File: src/rtl/imem_loader.sv
// Byte-stream instruction-memory loader: assembles little-endian 32-bit words from a
// counted byte stream, writes them from word address 0, and holds the datapath in reset until done.
module imem_loader #(
    parameter int unsigned ADDR_W = 8
) (
    input  logic              clk,
    input  logic              reset,
    input  logic              start,
    input  logic              in_valid,
    input  logic [7:0]        in_data,
    output logic              in_ready,
    output logic              mem_we,
    output logic [ADDR_W-1:0] mem_addr,
    output logic [31:0]       mem_wdata,
    output logic              cpu_reset,
    output logic              busy,
    output logic              done,
    output logic              error
);

    localparam int unsigned CNT_W   = 16;
    localparam int unsigned LIM_W   = CNT_W + 1;
    localparam logic [LIM_W-1:0] MAX_WORDS = LIM_W'(1) << ADDR_W;

    typedef enum logic [2:0] {
        S_IDLE,
        S_LEN_LO,
        S_LEN_HI,
        S_DATA,
        S_WRITE,
        S_DONE,
        S_ERR
    } state_t;

    state_t              r_state;
    logic [CNT_W-1:0]    r_count;
    logic [1:0]          r_byte_idx;
    logic [ADDR_W-1:0]   r_word_idx;
    logic [31:0]         r_word;
    logic                r_in_ready;
    logic                r_mem_we;
    logic [ADDR_W-1:0]   r_mem_addr;
    logic [31:0]         r_mem_wdata;
    logic                r_cpu_reset;
    logic                r_busy;
    logic                r_done;
    logic                r_error;

    logic                w_xfer;
    logic [CNT_W-1:0]    w_count_full;
    logic                w_count_bad;
    logic                w_last_word;
    logic [31:0]         w_word_next;

    assign w_xfer       = in_valid && r_in_ready;
    assign w_count_full = {in_data, r_count[7:0]};
    assign w_count_bad  = (w_count_full == '0) || (LIM_W'(w_count_full) > MAX_WORDS);
    assign w_last_word  = (LIM_W'(r_word_idx) == (LIM_W'(r_count) - LIM_W'(1)));

    // Current word with the incoming byte dropped into its lane
    always_comb begin
        w_word_next = r_word;
        case (r_byte_idx)
            2'd0:    w_word_next[7:0]   = in_data;
            2'd1:    w_word_next[15:8]  = in_data;
            2'd2:    w_word_next[23:16] = in_data;
            default: w_word_next[31:24] = in_data;
        endcase
    end

    always_ff @(posedge clk) begin
        if (reset) begin
            r_state     <= S_IDLE;
            r_count     <= '0;
            r_byte_idx  <= '0;
            r_word_idx  <= '0;
            r_word      <= '0;
            r_in_ready  <= 1'b0;
            r_mem_we    <= 1'b0;
            r_mem_addr  <= '0;
            r_mem_wdata <= '0;
            r_cpu_reset <= 1'b1;
            r_busy      <= 1'b0;
            r_done      <= 1'b0;
            r_error     <= 1'b0;
        end else begin
            r_mem_we <= 1'b0;
            case (r_state)
                S_IDLE: begin
                    if (start) begin
                        r_state    <= S_LEN_LO;
                        r_in_ready <= 1'b1;
                        r_busy     <= 1'b1;
                    end
                end
                S_LEN_LO: begin
                    if (w_xfer) begin
                        r_count[7:0] <= in_data;
                        r_state      <= S_LEN_HI;
                    end
                end
                S_LEN_HI: begin
                    if (w_xfer) begin
                        r_count[15:8] <= in_data;
                        r_byte_idx    <= '0;
                        r_word_idx    <= '0;
                        if (w_count_bad) begin
                            r_state    <= S_ERR;
                            r_in_ready <= 1'b0;
                            r_busy     <= 1'b0;
                            r_error    <= 1'b1;
                        end else begin
                            r_state <= S_DATA;
                        end
                    end
                end
                S_DATA: begin
                    if (w_xfer) begin
                        r_word     <= w_word_next;
                        r_byte_idx <= r_byte_idx + 2'd1;
                        // Fourth byte: issue the write in the following cycle
                        if (r_byte_idx == 2'd3) begin
                            r_state     <= S_WRITE;
                            r_in_ready  <= 1'b0;
                            r_mem_we    <= 1'b1;
                            r_mem_addr  <= r_word_idx;
                            r_mem_wdata <= w_word_next;
                        end
                    end
                end
                S_WRITE: begin
                    if (w_last_word) begin
                        r_state     <= S_DONE;
                        r_busy      <= 1'b0;
                        r_done      <= 1'b1;
                        r_cpu_reset <= 1'b0;
                    end else begin
                        r_state    <= S_DATA;
                        r_word_idx <= r_word_idx + ADDR_W'(1);
                        r_byte_idx <= '0;
                        r_in_ready <= 1'b1;
                    end
                end
                S_DONE: begin
                    if (start) begin
                        r_state     <= S_LEN_LO;
                        r_in_ready  <= 1'b1;
                        r_done      <= 1'b0;
                        r_cpu_reset <= 1'b1;
                        r_busy      <= 1'b1;
                    end
                end
                S_ERR: begin
                    if (start) begin
                        r_state    <= S_LEN_LO;
                        r_in_ready <= 1'b1;
                        r_error    <= 1'b0;
                        r_busy     <= 1'b1;
                    end
                end
                default: begin
                    r_state    <= S_IDLE;
                    r_in_ready <= 1'b0;
                end
            endcase
        end
    end

    assign in_ready  = r_in_ready;
    assign mem_we    = r_mem_we;
    assign mem_addr  = r_mem_addr;
    assign mem_wdata = r_mem_wdata;
    assign cpu_reset = r_cpu_reset;
    assign busy      = r_busy;
    assign done      = r_done;
    assign error     = r_error;

endmodule
File: config.mk
export PLATFORM = sky130hd
export DESIGN_NAME = imem_loader
export DESIGN_NICKNAME = d
export VERILOG_FILES = /design/src/rtl/imem_loader.sv
export SDC_FILE = /design/constraint.sdc
export NUM_CORES = 1
export LEC_CHECK = 0
export BUFFER_PORTS_ARGS = -buffer_cell sky130_fd_sc_hd__buf_4
export CORE_MARGIN = 1
export CORE_UTILIZATION = 30
export DETAILED_ROUTE_END_ITERATION = 6
export MAX_ROUTING_LAYER = met4
export PLACE_DENSITY = 0.49
export SETUP_SLACK_MARGIN = 0.2
export SLEW_MARGIN = 10
export SYNTH_ARGS = -nofsm -noshare
export SYNTH_HDL_FRONTEND = slang
export SYNTH_SLANG_ARGS = --single-unit
File: constraint.sdc
create_clock -name clk -period 2.7 [get_ports clk]
set_clock_uncertainty 0.15 [all_clocks]
set_input_delay 0.405 -clock clk [delete_from_list [all_inputs] [get_ports clk]]
set_output_delay 0.405 -clock clk [all_outputs]
set_load 0.01 [all_outputs]
==> flow_summary_export.csv <==
group,metric,value,unit
job,max_cap_violations,0,
floorplan,core_area,14500,um2
floorplan,die-area,15400,um2
synth,syn_area,4490,um2
timing,period_share,88.7,%
finish,num-fill-cells,1507,
synth,syn_avg_cell_area,8.61,um2
critical_path,cp_num_buf_inv,1,
critical_path,cpMostUsedCell,"nor4_4",
grt,grt_pass1_wl,19600,um
synth,synth_nets,539,
timing,period_minus_slack,2.39,ns
routing,drcViolationCount,0,
clocking,cts_buffer_depth,2,
power_and_ir_drop,leakage,2.10,nW
clocking,cts_root_buf,"clkbuf_16",
synth,ys_ff_latch,99,
critical_path,critPathTopFamily,"simple AND/OR/NAND/NOR gates",
synth,synth_edf_count,0,
placement,io_buffers,57,
timing,hold_viol_final,0,
synth,synth_top_cell_by_area,"dfxtp_1",
timing,relSlewSlack,48.0,%
routing,via_per_inst,5.10,
floorplan,ioPinCount,58,
finish,fin_util,38.1,%
timing,rsz0062_at_grt,"false",
critical_path,crit_type,"reg2reg",
critical_path,r2r_cells,7,
critical_path,slowest_stage,"or4_4",
timing,max_freq,0.418,GHz
grt,grt_max_degree,45,
routing,vias,3853,
critical_path,worstPathArrival,2.49,ns
power_and_ir_drop,pwr_density_cell,604,nW/um2
routing,wirelength,12200,um
timing,worst_pin_slew,0.781,ns
floorplan,die_width,124,um
routing,wl_per_cell,16.1,um
critical_path,critPathMaxFanout,9,
routing,drt_iter0_drc,272,
synth,async_reset_ff_share,0,%
finish,syn_to_final_growth,23.4,%
critical_path,cp.depth,7,
synth,synth_most_common_cell,"dfxtp_1",
clocking,clk_pin_slew_worst_paths,0.07,ns
timing,slew_violations,0,
placement,globalplace.congestion,0.803,
power_and_ir_drop,power.total,0.00334,W
routing,firstDrtPassIters,4,
routing,antenna_left,0,
placement,dpl.hpwl,8300,um
synth,synth_common_cells,"dfxtp_1 (99), nand2_1 (80), a21oi_1 (48)",
finish,design_area,5540,um2
synth,netlist_instances,521,
finish,antenna_cells,0,
outcome,status,"finished, final reports clean",
clocking,ctsHoldBuffers,0,
power_and_ir_drop,peakVddDrop,0.319,mV
synth,synth_area_leaders,"dfxtp_1 (44%), mux2i_1 (10%), nand2_1 (6.7%)",
worst_hold_path,hold_path.class,"in2reg",
critical_path,worstSetupEndpointType,"register",
critical_path,path_cells,"nor4_4 > a21oi_1 > or4_4 > nor4_4 > buf_6 > a21oi_2 > o31a_1",
synth,synth_seq_area_share,44.2,%
grt,antenna_found_initial,0,
worst_hold_path,worstHoldPathCells,2,
critical_path,worst_setup_path_start_kind,"register",
grt,overflow,0,
clocking,cts_buffers,9,
critical_path,crit_path_max_incr_delay,0.53,ns
synth,synth_flop_cell,"dfxtp_1",
floorplan,die_height,124,um
synth,synth_cell_types,50,
clocking,htreeDepth,3,
finish,final_nets,585,
grt,grt_usage,16.6,%
floorplan,rows,44,
synth,synth_top_area_share,44.2,%
clocking,cts_num_sinks,99,
critical_path,required,2.80,ns
clocking,insertion_delay,0.36,ns
grt,grt_pass1_vias,3661,
timing,tns,0,ns
timing,setup_viol,0,
placement,placed_cell_area,5110,um2
floorplan,start_util,30.9,%
clocking,cts_tree,"yes",
finish,layout-drive-gt1-share,20.5,%
synth,yosysWarnings,0,
registers in the layout (all words and copies together) (netlist names):
register / cells
r_word_idx: 8
in_ready: 1
mem_wdata: 32
error: 1
cpu_reset: 1
busy: 1
done: 1
mem_addr: 8
r_count: 16
r_byte_idx: 2
r_state: 3
r_word: 24
mem_we: 1
final cells by class:
class                      count  area [um2]  share of cell area, %
sequential                    99        1990                   36.0
multi-input combinational    371        2360                   42.6
inverter                      11        41.3                  0.746
timing repair buffer          75         579                   10.5
clock inverter                 7         108                   1.94
tap                          184         230                   4.16
clock buffer                   9         225                   4.07
cell families after synthesis:
logic type                 share of synthesized area [%]
and+or+nand+nor                                     20.8
xor gates and xnor gates                            1.56
muxes                                               10.3
DFF                                                 44.2
AOI/OAI and AO/OA                                   16.9
buffers and inverters                               4.63
adders and majority gates                           1.67
layout by cell type, fill, tap and decap left out, drive strengths merged, types with 2 or more instances in the layout:
cell	n
o211ai	3
bufinv	2
xnor2	3
nand3	32
a211oi	4
buf	75
ha	6
nor3	14
dfxtp	99
nor4	5
clkbuf	9
nand4	6
o31a	3
or4	4
xor2	5
nand2b	4
a22o	15
o21bai	2
a31oi	2
inv	14
a21o	4
nand2	80
and3	3
nor2b	2
o22ai	2
or3	6
nor2	25
mux2i	46
o21ai	33
a21oi	50
through the flow:
stage / setup WS (ns) / cells / hold slack, ns
floorplan: 0.201 / 521 / 0.286
global placement: 0.240 / 735 / 0.292
detailed placement: 0.189 / 735 / 0.296
CTS: 0.203 / 751 / 0.180
global route: 0.199 / 756 / 0.200
finish: 0.306 / 756 / 0.198
layer usage:
| metal | vias up | track usage [%] | wire length, um |
|---|---|---|---|
| met4 | 0 | 7.37 | 274 |
| met2 | 68 | 25.8 | 5710 |
| li1 | 1938 | - | - |
| met1 | 1828 | 20.9 | 5750 |
| met5 | - | - | 0 |
| met3 | 19 | 3.22 | 460 |
worst paths after layout:
kind | start | to | slack (ns)
worst min register to register | r_word[21] | r_word[21] | 0.30
worst min-delay path | reset | r_word_idx[0] | 0.20
worst max register to register | r_count[2] | busy | 0.31
worst max-delay path | r_count[2] | busy | 0.31
power breakdown:
group / switching (W) / leakage, nW / internal, W / total [W]
logic: 0.000224 / 1.14 / 0.000147 / 0.000371
clock network: 0.000611 / 0.160 / 0.000830 / 0.00144
registers: 0.0000480 / 0.801 / 0.00148 / 0.00153
total: 0.000883 / 2.10 / 0.00246 / 0.00334
what timing repair did:
item / 4_1_cts / 5_1_grt
endpoints found under the setup margin: 2 / 14
cloned: 0 / 1
setup buffers: 0 / 4
gates resized for setup: 1 / 12
pin swaps: 2 / 5
(Power assumes the default switching activity.)
